## src/rtl/vga_pixel_fetch.sv

```systemverilog
// rtl/vga_pixel_fetch.sv - grey image fetch for a VGA raster, 2-cycle pixel pipeline (optional VGA_FETCH_BORDER_EN border)
module vga_pixel_fetch #(
    parameter int                ADDR_W      = 17,
    parameter logic [ADDR_W-1:0] INTERP_BASE = 17'h10000
) (
    input  logic              vgaclk,
    input  logic              reset,
    input  logic [9:0]        counter_H,
    input  logic [9:0]        counter_V,
    input  logic              hsync_in,
    input  logic              vsync_in,
    input  logic              blank_n_in,
    input  logic              interpolacion,
    input  logic [15:0]       dimensiones,
    output logic [ADDR_W-1:0] mem_addr,
    input  logic [7:0]        mem_data,
    output logic [7:0]        vga_r,
    output logic [7:0]        vga_g,
    output logic [7:0]        vga_b,
    output logic              hsync_out,
    output logic              vsync_out,
    output logic              blank_n_out
);

    logic [7:0]        w_shadow;
    logic [7:0]        h_shadow;
    logic              interp_shadow;
    logic [ADDR_W-1:0] line_base;
    logic [ADDR_W-1:0] pix_addr;

    logic              frame_start;
    logic [7:0]        w_eff;
    logic [7:0]        h_eff;
    logic              interp_eff;
    logic              in_win;
    logic              last_pix;
    logic [ADDR_W-1:0] line_base_eff;
    logic [ADDR_W-1:0] cur_addr;
    logic [ADDR_W-1:0] addr_off;

    logic              win_s1;
    logic              border_s1;
    logic              hsync_s1;
    logic              vsync_s1;
    logic              blank_n_s1;
    logic [7:0]        pixel;

    // The frame-start pixel itself already sees the values being latched.
    always_comb begin
        frame_start   = (counter_H == 10'd0) && (counter_V == 10'd0);
        w_eff         = frame_start ? dimensiones[15:8] : w_shadow;
        h_eff         = frame_start ? dimensiones[7:0]  : h_shadow;
        interp_eff    = frame_start ? interpolacion     : interp_shadow;
        in_win        = (counter_H < {2'b00, w_eff}) && (counter_V < {2'b00, h_eff}) && blank_n_in;
        last_pix      = (w_eff != 8'd0) && (counter_H == {2'b00, w_eff - 8'd1})
                        && (counter_V < {2'b00, h_eff});
        line_base_eff = frame_start ? '0 : line_base;
        cur_addr      = (counter_H == 10'd0) ? line_base_eff : pix_addr;
        addr_off      = interp_eff ? INTERP_BASE : '0;
    end

    logic border;
`ifdef VGA_FETCH_BORDER_EN
    always_comb begin
        border = (w_eff != 8'd0) && (h_eff != 8'd0) && blank_n_in
                 && (counter_H <= {2'b00, w_eff}) && (counter_V <= {2'b00, h_eff})
                 && ((counter_H == {2'b00, w_eff}) || (counter_V == {2'b00, h_eff}));
    end
`else
    assign border = 1'b0;
`endif

    always_ff @(posedge vgaclk) begin
        if (reset) begin
            w_shadow      <= 8'd0;
            h_shadow      <= 8'd0;
            interp_shadow <= 1'b0;
            line_base     <= '0;
            pix_addr      <= '0;
        end else begin
            if (frame_start) begin
                w_shadow      <= dimensiones[15:8];
                h_shadow      <= dimensiones[7:0];
                interp_shadow <= interpolacion;
            end
            pix_addr  <= cur_addr + {{(ADDR_W-1){1'b0}}, in_win};
            line_base <= last_pix ? line_base_eff + {{(ADDR_W-8){1'b0}}, w_eff} : line_base_eff;
        end
    end

    // Stage 1: address out to the RAM, window/border flags and syncs carried alongside.
    always_ff @(posedge vgaclk) begin
        if (reset) begin
            mem_addr   <= '0;
            win_s1     <= 1'b0;
            border_s1  <= 1'b0;
            hsync_s1   <= 1'b1;
            vsync_s1   <= 1'b1;
            blank_n_s1 <= 1'b0;
        end else begin
            mem_addr   <= cur_addr + addr_off;
            win_s1     <= in_win;
            border_s1  <= border;
            hsync_s1   <= hsync_in;
            vsync_s1   <= vsync_in;
            blank_n_s1 <= blank_n_in;
        end
    end

    always_comb begin
        pixel = 8'h00;
        if (border_s1)
            pixel = 8'hFF;
        else if (win_s1)
            pixel = mem_data;
    end

    // Stage 2: colour and syncs leave together.
    always_ff @(posedge vgaclk) begin
        if (reset) begin
            vga_r       <= 8'h00;
            vga_g       <= 8'h00;
            vga_b       <= 8'h00;
            hsync_out   <= 1'b1;
            vsync_out   <= 1'b1;
            blank_n_out <= 1'b0;
        end else begin
            vga_r       <= pixel;
            vga_g       <= pixel;
            vga_b       <= pixel;
            hsync_out   <= hsync_s1;
            vsync_out   <= vsync_s1;
            blank_n_out <= blank_n_s1;
        end
    end

endmodule

```

## config.mk

```make
export PLATFORM = sky130hd
export DESIGN_NAME = vga_pixel_fetch
export DESIGN_NICKNAME = d
export VERILOG_FILES = /design/src/rtl/vga_pixel_fetch.sv
export SDC_FILE = /design/constraint.sdc
export NUM_CORES = 1
export LEC_CHECK = 0
export BUFFER_PORTS_ARGS = -buffer_cell sky130_fd_sc_hd__buf_2
export CAP_MARGIN = 5
export CORE_UTILIZATION = 50
export CTS_BUF_LIST = sky130_fd_sc_hd__clkbuf_8
export DETAILED_ROUTE_END_ITERATION = 16
export GPL_TIMING_DRIVEN = 0
export PLACE_DENSITY = 0.78
export SETUP_SLACK_MARGIN = 0.1
export SLEW_MARGIN = 20
export SYNTH_ARGS = -nofsm -noshare
export SYNTH_HDL_FRONTEND = slang
export SYNTH_SLANG_ARGS = --single-unit
export TNS_END_PERCENT = 100
```

## constraint.sdc

```tcl
create_clock -name vgaclk -period 6.32 [get_ports vgaclk]
set_input_delay 0.632 -clock vgaclk [delete_from_list [all_inputs] [get_ports vgaclk]]
set_output_delay 0.632 -clock vgaclk [all_outputs]
set_load 0.1 [all_outputs]
```

### Word-level counts from Yosys, hierarchy flattened

Index checks and enable logic that the tools add are counted.

* add/sub/neg operators: 4
* order comparisons: 2
* eq/ne operators: 1
* multiplexer cells: 7
* bitwise gates (word level): 1
* reductions and logical operators: 9

Operators by type and width (count)
* two-way mux 17 bit: 4
* logical NOT 10 bit: 2
* less-than comparator 10 x 8 -> 1 bit: 2
* adder 17 x 1 -> 17 bit: 1
* adder 17 bit: 1
* adder 17 x 8 -> 17 bit: 1
* two-way mux 8 bit: 2
* equality test 10 x 8 -> 1 bit: 1
* nonzero test 8 bit: 1
* subtractor 8 x 1 -> 8 bit, second input constant: 1
* logical AND 1 bit: 5
* OR reduction 2 bit: 1
* two-way mux 1 bit: 1
* NOT 1 bit: 1

* register bits after elaboration: 83
* input bits: 50
* output and inout bits: 44
* word-level logic and storage cells: 38

### Logic depth before layout (Yosys ltp)

* word-level depth: 8
* depth in mapped cells: 22
* depth with buffers taken out: 19

### Least setup slack after synthesis

No wires, ideal clock.

* path kind: input to register
* start: input port counter_H[4]
* end: register pix_addr[16]
* library setup time: 0.078 ns
* arrival: 5.588 ns
* required time: 6.242 ns
* path slack: 0.654 ns
* cell stages on the path: 22
* path buffers: 4
* cell sequence: nor4_2 > and3_1 > buf_6 > nand2_4 > clkbuf_1 > clkbuf_1 > buf_1 > mux2i_1 > ha_1 > a211oi_1 > o21ai_0 > a211oi_1 > o31a_1 > a31oi_1 > a2111o_1 > nor2_1 > ha_1 > or3b_4 > or2_4 > or4b_4 > o21a_1 > nor3_1

* word-level cells in the longest chain between the ends: 7
* elaborated cells between the ends (all ways): 11
* classes of those cells: add/sub: 1; order compare: 2; mux: 4; reduce/logical: 4

Ends and longest elaborated chain
* from (decl): line 8 `input logic [9:0] counter_H,`
* logical NOT 10 bit: line 50, 58
* logical AND 1 bit: line 50 `frame_start = (counter_H == 10'd0) && (counter_V == 10'd0);`
* two-way mux 8 bit
* less-than comparator 10 x 8 -> 1 bit: line 54 `in_win = (counter_H < {2'b00, w_eff}) && (counter_V < {2'b00, h_eff}) && blank_n_in;`
* logical AND 1 bit (2 in a row): line 54
* adder 17 x 1 -> 17 bit (*): line 86 `pix_addr <= cur_addr + {{(ADDR_W-1){1'b0}}, in_win};`
* to (signal assigned): line 86
* to (decl): line 29 `logic [ADDR_W-1:0] pix_addr;`

Every way passes the cells marked *; elsewhere a longest branch is shown, timed or not.
A chain may end at the register's enable or synchronous reset.

### Worst setup path after layout

* start: input port counter_H[6]
* end: register pix_addr[16]

Same word-level chain as after synthesis.

==> impl_metrics.env <==
export IMPL_required_ns=6.61
export IMPL_final_common_cell="buf_2"
export IMPL_end_kind="register"
export IMPL_crit_path_max_fanout=10
export IMPL_final_cell_mix="96 x buf_2, 83 x dfxtp_1, 70 x nor2_1"
export IMPL_drive_gt1_share_pct=23.9
export IMPL_outcome="complete, no violations"
export IMPL_ant_nets=0
export IMPL_drt_total_wl_um=11600
export IMPL_async_reset_ff_share_pct=0
export IMPL_final_max_slew_viol_count=0
export IMPL_synth_seq_cells=83
export IMPL_antenna_cells=0
export IMPL_critPathLaunchType="input port"
export IMPL_die_area_sq_um=9480
export IMPL_core_sq_um=8760
export IMPL_grt_pass1_vias=4148
export IMPL_drt_vias_per_instance=5.75
export IMPL_grt_use_met2_pct=40.6
export IMPL_htreeDepth=3
export IMPL_maxCapViolations=0
export IMPL_numCtsBuffers=9
export IMPL_cts_tree="yes"
export IMPL_met1_usage_pct=31.2
export IMPL_antenna_found_initial=0
export IMPL_drtIter0Drc=300
export IMPL_rsz0062_at_grt="false"
export IMPL_synth_edf_count=0
export IMPL_hold_viol=0
export IMPL_critPathKind="in2reg"
export IMPL_cts_sinks=83
export IMPL_grtUsageMet3_pct=5.32
export IMPL_die_h_um=97.4
export IMPL_grt_pass1_wl_um=19000
export IMPL_pre_cts_ws_ns=-0.404
export IMPL_hold_class="reg2reg"
export IMPL_start_util_pct=51.9
export IMPL_io_buffer_count=92
export IMPL_max_freq_mhz=169
export IMPL_relSlewSlack_pct=41.7
export IMPL_dr_total_vias=4304
export IMPL_place_hpwl_um=8630
export IMPL_syn_nets=603
export IMPL_p_per_area_nw_per_um2=185
export IMPL_ys_warnings_count=0
export IMPL_postSynthCellCount=531
export IMPL_synth_area_per_cell_sq_um=8.56
export IMPL_cp_data_arrival_time_ns=6.22
export IMPL_grt_busiest_layer="met2"
export IMPL_grt_total_usage_pct=24.7
export IMPL_p_total_mw=0.997
export IMPL_gp_congestion=0.905
export IMPL_dr_pass1_iters=5
export IMPL_num_rows=34
export IMPL_worst_slack_ns=0.390
export IMPL_synth_seq_area_share_pct=36.5
export IMPL_hp_start="vsync_s1"
export IMPL_cts_root_buf="clkbuf_8"
export IMPL_cts_hold_buffers=0
export IMPL_insertion_delay_ns=0.37
export IMPL_die_w_um=97.4
export IMPL_finalSetupViolCount=0
export IMPL_crit_start="counter_H[6]"
export IMPL_clk_path_buf_depth=2
export IMPL_fin_crit_ns=5.93
export IMPL_grt_overflow=0
export IMPL_wl_per_cell_um=15.4
export IMPL_cts_reportedPaths_clkPinSlew_ns=0.09
export IMPL_finalClockSkew_ns=0.0109
export IMPL_ir_drop_mv=0.163
export IMPL_power_leakage_nw=2.47
export IMPL_ios=94
export IMPL_worstReg2RegStart="w_shadow[1]"
export IMPL_fin_crit_sh_pct=93.8
export IMPL_grt_start_max_net_pins=17
export IMPL_post_route_drc_count=0
export IMPL_fin_nets=708
export IMPL_worstMarginPinSlew_ns=0.872
export IMPL_syn_area_sq_um=4550
export IMPL_netlist_cell_type_count=68
export IMPL_synth_ff_type="dfxtp_1"
export IMPL_area_delta_synth_final_pct=18.5
==> critical path: stages <==
cell	delay [ns]
buf_2	0.14
nor4_4	0.42
and3_1	0.23
buf_6	0.14
nand2_4	0.08
clkbuf_1	0.24
buf_2	0.28
buf_2	0.25
mux2i_1	0.24
ha_1	0.29
a211oi_1	0.21
o21ai_0	0.13
a211oi_1	0.30
o31a_1	0.20
a31oi_1	0.08
a2111o_1	0.47
nor2_1	0.15
ha_1	0.18
or3b_4	0.40
or2_4	0.27
or4b_4	0.54
o21a_1	0.18
nor3_1	0.15
==> layout make-up <==
type,count,area [sq um]
multi-input cells,381,2580
repair buffers,94,475
flip-flops and latches,83,1660
clock inverters,7,81.3
well taps,108,135
fillers,788,3370
inverters,28,105
plain buffers,39,228
clock buffers,9,124
==> cell usage after synthesis (all sizes together), types with 7 or more instances <==
cell type  count  area, sq um
or2            7         46.3
xor2          14          123
and3          11         68.8
ha            21          263
a21oi         31          155
nand3         13         70.1
xnor2         10         87.6
buf           22          160
and2          16          100
dfxtp         83         1660
nor3          17         85.1
inv           28          105
nor4           9         68.8
clkbuf        17         63.8
o21ai         15         75.1
nor2b          7         43.8
o31ai          8         60.1
a31oi         12         75.1
nor2          72          278
nand2         23         93.8
mux2i         22          233
==> power breakdown <==
part / total [mW] / internal, mW / leakage, nW / switching [mW]
Combinational: 0.0645 / 0.0240 / 1.69 / 0.0405
Clock: 0.407 / 0.190 / 0.107 / 0.218
Sequential: 0.525 / 0.524 / 0.670 / 0.000461
==> logic make-up after synthesis <==
kind of cell | Yosys count | share of synthesized area (%)
muxes | 25 | 5.86
buffers and inverters | 67 | 7.24
AOI/OAI and AO/OA | 99 | 14.4
and+or+nand+nor | 208 | 24.1
xor gates and xnor gates | 25 | 5.12
DFF | 83 | 36.5
adders and majority gates | 24 | 6.66
==> sequential cells by signal (all words and copies together), names as in the netlist, 8 cells and up <==
register	flops
vga_b	8
pix_addr	17
w_shadow	8
h_shadow	8
mem_addr	17
line_base	17
==> layer usage <==
| metal | share of wire (%) | vias up |
|---|---|---|
| li1 | - | 2076 |
| met1 | 44 | 1980 |
| met2 | 46 | 222 |
| met3 | 8.0 | 26 |
| met4 | 1.9 | 0 |
| met5 | 0 | - |
==> final timing paths <==
| check | to | slack (ns) | cells past startpoint |
|---|---|---|---|
| worst max-delay path | pix_addr[16] | 0.39 | 23 |
| worst min-delay path | vsync_out | 0.42 | 1 |
| worst max register to register | line_base[16] | 2.18 | 12 |
| worst min register to register | vsync_out | 0.42 | 1 |
==> per-stage QoR <==
step                utilization, %  hold slack, ns  TNS, ns  cells  area [sq um]
floorplan                        -           0.389        0    531          4550
global placement              58.7           0.397   -0.846    731          5140
detailed placement            58.7           0.395   -0.872    731          5140
CTS                           61.2           0.420        0    747          5370
global route                  61.5           0.437        0    749          5390
finish                        61.5           0.416        0    749          5390
==> timing repair <==
| item | CTS | global route |
|---|---|---|
| gates resized for setup | 3 | 7 |
| endpoints found under the setup margin | 2 | 4 |
| pin swaps | 0 | 2 |
| setup buffers | 0 | 2 |
No activity file was read; power rests on OpenSTA's default activity.
